**config.mk**
```make
export PLATFORM = sky130hd
export DESIGN_NAME = stopwatch_core
export DESIGN_NICKNAME = d
export VERILOG_FILES = /design/src/rtl/stopwatch_core.sv
export SDC_FILE = /design/constraint.sdc
export NUM_CORES = 1
export LEC_CHECK = 0
export CAP_MARGIN = 30
export CELL_PAD_IN_SITES_DETAIL_PLACEMENT = 1
export CELL_PAD_IN_SITES_GLOBAL_PLACEMENT = 1
export CORE_UTILIZATION = 25
export DETAILED_ROUTE_END_ITERATION = 8
export MAX_ROUTING_LAYER = met4
export PLACE_DENSITY_LB_ADDON = 0.1
export SYNTH_ARGS = -nofsm -noshare
export SYNTH_HDL_FRONTEND = slang
export SYNTH_SLANG_ARGS = --single-unit
```
**constraint.sdc**
```tcl
create_clock -name clk -period 2.43 [get_ports clk]
set_clock_uncertainty 0.2 [all_clocks]
set_input_delay 0.243 -clock clk [delete_from_list [all_inputs] [get_ports clk]]
set_output_delay 0.243 -clock clk [all_outputs]
set_load 0.1 [all_outputs]
```
**src/rtl/stopwatch_core.sv**
```systemverilog
// MM:SS stopwatch core: synchronized divider levels, PAUSED/RUN/ADJUST control and BCD time.
// Define ADJ_BLINK_EN to blink the selected field's digits while adjusting.
module stopwatch_core #(
  parameter int unsigned SYNC_STAGES = 2
) (
  input  logic       clk,
  input  logic       rst,
  input  logic       lvl_1hz,
  input  logic       lvl_2hz,
  input  logic       lvl_blink,
  input  logic       pause_p,
  input  logic       adj,
  input  logic       sel,
  output logic [3:0] min_tens,
  output logic [3:0] min_ones,
  output logic [3:0] sec_tens,
  output logic [3:0] sec_ones,
  output logic [3:0] blank,
  output logic       running
);

  typedef enum logic [1:0] {StPaused, StRun, StAdjust} state_e;

  state_e state_q, state_d, ret_q, ret_d;

  logic [SYNC_STAGES-1:0] s1_q, s2_q;
  logic                   h1_q, h2_q;
  logic                   tick1, tick2;
  logic [7:0]             min_q, min_d, sec_q, sec_d;
  logic                   running_d;
  logic [3:0]             blank_q, blank_d;

  // Increment a packed BCD {tens, ones} field modulo 60.
  function automatic logic [7:0] inc60(input logic [7:0] f);
    logic [7:0] r;
    r = f;
    if (f[3:0] == 4'd9) begin
      r[3:0] = 4'd0;
      r[7:4] = (f[7:4] == 4'd5) ? 4'd0 : f[7:4] + 4'd1;
    end else begin
      r[3:0] = f[3:0] + 4'd1;
    end
    return r;
  endfunction

  always_ff @(posedge clk or negedge rst) begin
    if (!rst) begin
      s1_q <= '0;
      s2_q <= '0;
      h1_q <= 1'b0;
      h2_q <= 1'b0;
    end else begin
      s1_q <= {s1_q[SYNC_STAGES-2:0], lvl_1hz};
      s2_q <= {s2_q[SYNC_STAGES-2:0], lvl_2hz};
      h1_q <= s1_q[SYNC_STAGES-1];
      h2_q <= s2_q[SYNC_STAGES-1];
    end
  end

  assign tick1 = s1_q[SYNC_STAGES-1] & ~h1_q;
  assign tick2 = s2_q[SYNC_STAGES-1] & ~h2_q;

  // State register
  always_ff @(posedge clk or negedge rst) begin
    if (!rst) begin
      state_q <= StPaused;
      ret_q   <= StPaused;
    end else begin
      state_q <= state_d;
      ret_q   <= ret_d;
    end
  end

  // Next state: adj wins over pause_p; ADJUST returns to the state held at entry.
  always_comb begin
    state_d = state_q;
    ret_d   = ret_q;
    case (state_q)
      StPaused: begin
        if (adj) begin
          state_d = StAdjust;
          ret_d   = StPaused;
        end else if (pause_p) begin
          state_d = StRun;
        end
      end
      StRun: begin
        if (adj) begin
          state_d = StAdjust;
          ret_d   = StRun;
        end else if (pause_p) begin
          state_d = StPaused;
        end
      end
      StAdjust: begin
        if (!adj) state_d = ret_q;
      end
      default: state_d = StPaused;
    endcase
  end

  // Time update: full carry in RUN, per-field modulo-60 with no carry in ADJUST.
  always_comb begin
    min_d = min_q;
    sec_d = sec_q;
    if (state_q == StRun && !adj && tick1) begin
      sec_d = inc60(sec_q);
      if (sec_q == 8'h59) min_d = inc60(min_q);
    end else if (state_q == StAdjust && tick2) begin
      if (sel) sec_d = inc60(sec_q);
      else     min_d = inc60(min_q);
    end
  end

`ifdef ADJ_BLINK_EN
  logic [SYNC_STAGES-1:0] sb_q;

  always_ff @(posedge clk or negedge rst) begin
    if (!rst) sb_q <= '0;
    else      sb_q <= {sb_q[SYNC_STAGES-2:0], lvl_blink};
  end
`else
  logic unused_blink;
  assign unused_blink = lvl_blink;
`endif

  // Output decode from the next state so the registered flags line up with state_q.
  always_comb begin
    running_d = (state_d == StRun);
    blank_d   = 4'b0000;
`ifdef ADJ_BLINK_EN
    if (state_d == StAdjust && sb_q[SYNC_STAGES-1]) blank_d = sel ? 4'b0011 : 4'b1100;
`endif
  end

  always_ff @(posedge clk or negedge rst) begin
    if (!rst) begin
      min_q   <= 8'h00;
      sec_q   <= 8'h00;
      running <= 1'b0;
      blank_q <= 4'b0000;
    end else begin
      min_q   <= min_d;
      sec_q   <= sec_d;
      running <= running_d;
      blank_q <= blank_d;
    end
  end

  assign min_tens = min_q[7:4];
  assign min_ones = min_q[3:0];
  assign sec_tens = sec_q[7:4];
  assign sec_ones = sec_q[3:0];
  assign blank    = blank_q;

endmodule

```
==> flow_summary.yaml, run 1 <==
placement:
  gp_congestion: 0.6621
  place_area_um2: 1461
  dp_hpwl_mm: 1.779
  placement.io_buffers: 23
floorplanning:
  die_y_um: 71.75
  start_util_pct: 25.92
  core_um2: 4692
  die-area_um2: 5147
  rows: 25
  num_io_pins: 29
  dieWidth_um: 71.75
route:
  finalWirelength_mm: 2.374
  avgViaCountPerCell: 4.766
  num_vias: 877
  wl_per_cell_um: 12.90
  drc: 0
  drt_iter0_markers: 21
  first_pass_iters: 4
  detail-route-antenna-nets: 0
timing:
  fin_crit_ps: 1944
  slew_viol_final: 0
  fin_tns_setup_ps: 0
  whs_ps: 133.3
  slew_headroom_pct: 66.12
  rsz0062_at_grt: "no"
  max_freq_mhz: 514.3
  setup_viol: 0
  worst_pin_slew_ps: 508.1
  post-route-period-util_pct: 80.01
  final_hold_viol_count: 0
logic_synthesis:
  synth-seq-cells: 26
  yosysTopAreaCell: "dfrtp_1"
  synthMuxAreaShare_pct: 4.527
  synth_top_family_by_area: "simple AND/OR/NAND/NOR gates"
  synth_seq_area_share_pct: 53.50
  synth_compound_area_share_pct: 13.99
  syn_area_um2: 1216
  synth_edf_count: 0
  synthXorXnorAreaFrac_pct: 5.041
  yosysTopAreaCellShare_pct: 53.50
  yosys-top-cells-area: "dfrtp_1 (53%), mux2_2 (3.7%), xnor2_1 (3.6%), nor2b_1 (3.1%), buf_4 (2.5%)"
  yosys_warnings: 0
  synth_simple_gate_area_share_pct: 16.26
  async_flop_share_pct: 100.0
  synth_fa_ha_area_share_pct: 0
  synth_cells: 103
  yosys_most_used_dff: "dfrtp_1"
  synth_most_common_cell: "dfrtp_1"
  ys_top_cells_by_count: "dfrtp_1 (26), nor2_1 (8), inv_1 (7), nor2b_1 (6), xnor2_1 (5)"
  ys_types: 39
  syn_avg_cell_area_um2: 11.81
critical_path:
  critPathArrivalTime_ps: 1900
  worstSetupStartpointType: "register"
  cp-end-kind: "register"
  cp_data_required_time_ps: 2390
  crit_type: "reg -> reg"
  cp_max_fo: 5
layout:
  area_growth_pct: 24.69
  num_antenna_cells: 0
  drive_gt1_share_pct: 26.15
  stdcell_area_um2: 1516
  fin_nets: 139
cts:
  h-tree-depth: 1
  insertion_delay_ps: 260
  clk_path_buf_depth: 2
  ctsHoldBuffers: 0
  cts_sinks: 26
  post_cts_buffers: 0
  cts_made_buffers: 3
  clkTransAtPathRegs_ps: 90
  cts-root-buf: "clkbuf_8"
  cts_resized: 0
  tritoncts: "done"
grt:
  grt_overflow: 0
  antenna_found_initial: 0
  grt_pass1_wl_mm: 4.222
  grt_pass1_vias: 890
  grt.total_usage_pct: 10.90
  grt_max_degree: 27
run:
  cap_violations: 0
outcome:
  status: "complete, no violations"
hold_path:
  hp-class: "in -> async"
power:
  peakVddDrop_mv: 0.4931
  leakage_nw: 0.6767
  power.total_mw: 1.878
  power.density_nw_per_um2: 1238
## sequential cells by signal (all words and copies together), names as in the netlist
register,flops
min_q,8
sec_q,8
s1_q,2
s2_q,2
state_q,2
h1_q,1
h2_q,1
ret_q,1
running,1
## power breakdown
group | switching, mW | internal [mW] | total (mW)
Combinational | 0.745 | 0.230 | 0.975
Sequential | 0.107 | 0.518 | 0.625
Clock | 0.133 | 0.145 | 0.278
Total | 0.985 | 0.893 | 1.88
## critical path, stage by stage, from the launching register on
cell and delay [ps]:
dfrtp_1 450, nor4b_2 300, and4_1 360, o21a_1 190, mux2_2 340
## through the flow
stage / utilization (%) / cells / worst slack, ps
floorplan: - / 106 / 2.036
global placement: 31.15 / 180 / 256.3
detailed placement: 31.15 / 180 / 261.5
CTS: 32.32 / 184 / 455.4
global route: 32.32 / 184 / 380.0
finish: 32.32 / 184 / 485.7
## logic make-up after synthesis
logic type	Yosys count
AND/OR/NAND/NOR	29
XOR/XNOR	7
multiplexers	5
other	1
AO/OA/AOI/OAI	21
flip-flops	26
buffers and inverters	14
## metal layers
metal  track usage [%]  share of wire [%]  vias up
met5                 -                  0        -
met4             4.575               0.97        0
met3             2.250                3.5        2
met2             17.40                 51       19
met1             13.42                 45      442
li1                  -                  -      414
## final timing paths
check	from	end	slack, ps	depth (start not counted)
max in group asynchronous	rst	sec_q[3]$_DFFE_PN0P_	1640	2
hold reg to reg	s2_q[0]$_DFF_PN0_	s2_q[1]$_DFF_PN0_	160	0
min in group clk	s2_q[0]$_DFF_PN0_	s2_q[1]$_DFF_PN0_	160	0
setup reg to reg	sec_q[5]$_DFFE_PN0P_	min_q[1]$_DFFE_PN0P_	490	4
setup / recovery	sec_q[5]$_DFFE_PN0P_	min_q[1]$_DFFE_PN0P_	490	4
hold / removal	rst	min_q[6]$_DFFE_PN0P_	130	2
## area by class of cell
cell class	instances	area (um2)
Timing Repair Buffer	27	217.7
Sequential cell	26	650.6
Multi-Input combinational cell	66	499.2
Fill cell	535	3176
Tap cell	54	67.56
Inverter	7	26.28
Clock buffer	4	55.05
## placed cells by master (no fill, tap or decap), types with 2 or more instances in the layout
cell / Yosys / layout
a21oi_1: 2 / 2
xnor2_1: 5 / 5
clkbuf_8: 0 / 4
a221o_1: 2 / 2
and4_1: 2 / 2
buf_4: 4 / 21
inv_1: 7 / 7
clkdlybuf4s50_1: 0 / 6
o31ai_1: 2 / 2
o2111ai_1: 3 / 3
conb_1: 1 / 4
dfrtp_1: 26 / 26
nor2_1: 8 / 8
xor2_1: 2 / 2
nor3_1: 2 / 2
o21ai_0: 3 / 3
mux2_2: 4 / 4
nor2b_1: 6 / 6
Power figures use the tool's default switching activity.
==> run 2: changes to the inputs <==
Clock period 2.43 ns to 1.75 ns, I/O delays scaled along.
==> run 2 against run 1 <==
Effect of this change: the flow now finishes with violations (negative setup slack); design area rose by 30%; die area did not move; global-route usage rose by 1.1 points; critical path depth rose by 1; critical path type unchanged; critical endpoint is now min_q[5]$_DFFE_PN0P_.
==> flow_summary.yaml, run 2 (synthesis results as in run 1) <==
critical_path:
  critPathArrivalTime_ps: 1800
  cp-end-kind: "register"
  slowest_delay_ps: 500
  crit_type: "reg -> reg"
  reg2regPathDepth: 5
  r2r-end: "min_q[5]$_DFFE_PN0P_"
  worstSetupStartpointType: "register"
  cp_data_required_time_ps: 1720
  rr_startpoint: "sec_q[2]$_DFFE_PN0P_"
  cp_cell_sequence: "nor4b_4 > and4_4 > buf_4 > o21ai_1 > mux2_2"
  regToRegSetupSlack_ps: -80
  slowest_stage: "dfrtp_4"
  cp_max_fo: 6
placement:
  dp_hpwl_mm: 2.052
  gp_congestion: 0.7229
  placed_cells: 195
  placement.io_buffers: 23
  place_area_um2: 1822
layout:
  layout_common_cells: "buf_4 (20), buf_12 (17), dfrtp_1 (13)"
  final_cells: 201
  stdcell_area_um2: 1966
  area_growth_pct: 61.63
  fin_nets: 156
  num_antenna_cells: 0
  final_common_cell: "buf_4"
  drive_gt1_share_pct: 48.30
  fill_cells: 503
  top_regs: "min_q x8, sec_q x8"
grt:
  grt_overflow: 0
  met2_usage_pct: 18.87
  grt.total_usage_pct: 12.03
  grt_max_degree: 27
  grt_pass1_wl_mm: 4.692
  grt-busiest-layer: "met2"
  grt_pass1_vias: 984
  antenna_found_initial: 0
  use_met3_pct: 2.532
  grt_util_met1_pct: 15.52
route:
  avgViaCountPerCell: 4.692
  wl_per_cell_um: 13.91
  detail-route-antenna-nets: 0
  drt_iter0_markers: 42
  first_pass_iters: 4
  num_vias: 943
  finalWirelength_mm: 2.796
  drc: 0
cts:
  tritoncts: "done"
  insertion_delay_ps: 280
  clk_path_buf_depth: 2
  clkTransAtPathRegs_ps: 100
  cts_sinks: 26
  cts-root-buf: "clkbuf_8"
  cts_made_buffers: 3
  h-tree-depth: 1
timing:
  final_hold_viol_count: 0
  worst_slack_ps: -84.03
  fin_crit_ps: 1834
  max_freq_mhz: 545.2
  post-route-period-util_pct: 104.8
  rsz0062_at_grt: "yes"
  slew_viol_final: 0
  setup_viol: 5
floorplanning:
  dieWidth_um: 71.75
  die-area_um2: 5147
  start_util_pct: 25.92
  die_y_um: 71.75
  rows: 25
  num_io_pins: 29
  core_um2: 4692
power:
  peakVddDrop_mv: 0.7239
  leakage_nw: 0.8592
  power.density_nw_per_um2: 1687
run:
  cap_violations: 0
outcome:
  violations: "negative setup slack"
  status: "finished with violations"
hold_path:
  hp-class: "in -> async"
-- run 2: cell count changes in the layout (fill, tap and decap cells not counted), sizes merged --
cell    change
buf        +17
bufinv      +1
clkbuf      -1
-- run 2: cell type report --
cell class,instances,area (um2),share of cell area (%)
Clock buffer,3,41.29,2.101
Timing Repair Buffer,44,561.8,28.58
Sequential cell,26,681.9,34.69
Tap cell,54,67.56,3.437
Inverter,7,26.28,1.337
Clock inverter,1,30.03,1.528
Multi-Input combinational cell,66,556.8,28.33
-- run 2: critical path, delay by kind of cell, from the launching register on --
kind            cells  cell delay (ps)
simple gates        2              540
mux                 1              280
flops               1              500
buf+inv             1              150
compound gates      1               60
-- run 2: metal layers --
layer / vias up / part of all wire, %
met5: - / 0
met4: 0 / 0.82
met3: 2 / 3.2
met2: 16 / 51
met1: 474 / 45
li1: 451 / -
-- run 2: timing repair --
action | CTS | global route
hold endpoints to repair | 0 | 0
hold buffers | 0 | 0
resized for setup | 7 | 6
buffers inserted | 0 | 2
pin swaps | 8 | 7
endpoints found under the setup margin | 9 | 12
-- run 2: how the worst max path moves through the flow --
stage	startpoint	endpoint
global placement	adj	min_q[1]$_DFFE_PN0P_
CTS	sec_q[2]$_DFFE_PN0P_	min_q[1]$_DFFE_PN0P_
finish	sec_q[2]$_DFFE_PN0P_	min_q[5]$_DFFE_PN0P_
floorplan	sec_q[1]$_DFFE_PN0P_	min_q[1]$_DFFE_PN0P_
global route	sec_q[2]$_DFFE_PN0P_	min_q[5]$_DFFE_PN0P_
detailed placement	adj	min_q[1]$_DFFE_PN0P_
-- run 2: stage by stage --
step	TNS (ps)	setup slack, ps	hold slack [ps]	total power, mW	util [%]
final	-235.6	-84.03	60.84	3.315	41.89
after global routing	-716.8	-137.0	94.83	3.453	41.89
after CTS	-419.5	-106.9	78.47	3.325	41.01
after detailed placement	-1882	-211.3	137.1	2.757	38.83
after global placement	-1615	-183.8	132.8	2.729	38.83
after floorplan	-1571	-338.3	-320.6	2.021	-
-- run 2: power by group --
group	internal [mW]	total [mW]	switching, mW
clock network	0.306	0.514	0.207
logic	0.725	1.91	1.18
registers	0.764	0.895	0.132
total	1.80	3.32	1.52
==> run 3: changes to the inputs <==
Clock period 1.75 ns to 2.15 ns, I/O delays scaled along.
==> run 3 against run 2 <==
Effect of this change: sequential power shrank 17%; design area shrank 22%; cell count shrank 8.0%; critical endpoint is now min_q[1]$_DFFE_PN0P_; hold slack gained 53 ps; non-clock buffer count shrank 16; total power shrank 36%; critical path depth shrank 1; combinational power shrank 44%; the flow now finishes without violations.
==> flow_summary.yaml, run 3 (synthesis results as in run 1) <==
cts:
  cts_resized: 0
  post_cts_buffers: 0
  clk_path_buf_depth: 2
  cts_sinks: 26
  clkTransAtPathRegs_ps: 90
  cts_made_buffers: 3
  cts-root-buf: "clkbuf_8"
  ctsHoldBuffers: 0
  tritoncts: "done"
  h-tree-depth: 1
  insertion_delay_ps: 270
floorplanning:
  start_util_pct: 25.92
  num_io_pins: 29
  rows: 25
  core_um2: 4692
  die_y_um: 71.75
  die-area_um2: 5147
  dieWidth_um: 71.75
critical_path:
  r2r-end: "min_q[1]$_DFFE_PN0P_"
  regToRegSetupSlack_ps: 220
  rr_startpoint: "sec_q[1]$_DFFE_PN0P_"
  critPathArrivalTime_ps: 1900
  slowest_delay_ps: 540
  crit_family: "simple AND/OR/NAND/NOR gates"
  cp_max_fo: 10
  slowest_stage: "dfrtp_4"
  cp_num_buf_inv: 0
  reg2regPathDepth: 4
  worstSetupStartpointType: "register"
  cp_data_required_time_ps: 2120
  cp_cell_sequence: "nor4b_2 > and4_1 > o21a_1 > mux2_2"
  crit_type: "reg -> reg"
  cp-end-kind: "register"
layout:
  drive_gt1_share_pct: 33.59
  top_regs: "min_q x8, sec_q x8"
  area_growth_pct: 26.44
  stdcell_area_um2: 1538
  fin_nets: 140
  num_antenna_cells: 0
  final_common_cell: "buf_4"
  layout_common_cells: "buf_4 (22), dfrtp_1 (17), nor2_1 (8), dfrtp_2 (8), inv_1 (7)"
  final_cells: 185
  fill_cells: 543
placement:
  placement.io_buffers: 23
  dp_hpwl_mm: 1.694
  placed_cells: 181
  place_area_um2: 1483
  gp_congestion: 0.6880
hold_path:
  hp-class: "in -> async"
timing:
  fin_crit_ps: 1935
  max_freq_mhz: 516.9
  rsz0062_at_grt: "no"
  setup_viol: 0
  post-route-period-util_pct: 89.99
  fin_tns_setup_ps: 0
  slew_viol_final: 0
  final_hold_viol_count: 0
power:
  power.total_mw: 2.131
  power.density_nw_per_um2: 1386
  leakage_nw: 0.6696
  peakVddDrop_mv: 0.5201
route:
  avgViaCountPerCell: 4.670
  num_vias: 864
  detail-route-antenna-nets: 0
  first_pass_iters: 2
  wl_per_cell_um: 12.69
  drc: 0
  drt_iter0_markers: 34
  finalWirelength_mm: 2.347
grt:
  grt_overflow: 0
  grt_max_degree: 27
  grt.total_usage_pct: 10.53
  antenna_found_initial: 0
  grt_pass1_vias: 868
  grt_pass1_wl_mm: 4.112
run:
  cap_violations: 0
outcome:
  status: "complete, no violations"
-- run 3: final cells by class --
| type | count | area [um2] | share of cell area (%) |
|---|---|---|---|
| flip-flops and latches | 26 | 664.4 | 43.21 |
| clock buffers | 4 | 55.05 | 3.580 |
| well taps | 54 | 67.56 | 4.394 |
| inverters | 7 | 26.28 | 1.709 |
| multi-input cells | 66 | 499.2 | 32.47 |
| repair buffers | 28 | 225.2 | 14.65 |
-- run 3: where the power goes --
| part | switching (mW) | total, mW | internal, mW |
|---|---|---|---|
| Combinational | 0.820 | 1.07 | 0.251 |
| Clock | 0.156 | 0.320 | 0.164 |
| Sequential | 0.139 | 0.740 | 0.601 |
| Total | 1.11 | 2.13 | 1.02 |
-- run 3: per-layer routing --
layer | GRT usage, % | part of all wire [%] | wire length (um) | up-vias
li1 | - | - | - | 416
met1 | 13.36 | 47 | 1094 | 425
met2 | 16.67 | 48 | 1116 | 21
met3 | 2.954 | 5.0 | 117 | 2
met4 | 2.614 | 0.81 | 19 | 0
met5 | - | 0 | 0 | -
-- run 3: per-stage QoR --
| stage | hold slack, ps | worst slack [ps] | util (%) |
|---|---|---|---|
| 2_1_floorplan | -280.6 | 14.54 | - |
| 3_3_place_gp | 134.7 | 113.1 | 31.60 |
| 3_5_place_dp | 136.3 | 73.60 | 31.60 |
| 4_1_cts | 125.6 | 201.6 | 32.77 |
| 5_1_grt | 127.6 | 113.8 | 32.77 |
| 6_report | 114.3 | 215.3 | 32.77 |
-- run 3: worst max path at each step --
| stage | startpoint | cells after the start | end | slack [ps] |
|---|---|---|---|---|
| after global placement | adj | 5 | min_q[1]$_DFFE_PN0P_ | 110 |
| after floorplan | sec_q[1]$_DFFE_PN0P_ | 6 | min_q[1]$_DFFE_PN0P_ | 10 |
| final | sec_q[1]$_DFFE_PN0P_ | 4 | min_q[1]$_DFFE_PN0P_ | 220 |
| after global routing | sec_q[1]$_DFFE_PN0P_ | 4 | min_q[1]$_DFFE_PN0P_ | 110 |
| after detailed placement | adj | 5 | min_q[1]$_DFFE_PN0P_ | 70 |
| after CTS | sec_q[1]$_DFFE_PN0P_ | 4 | min_q[1]$_DFFE_PN0P_ | 200 |
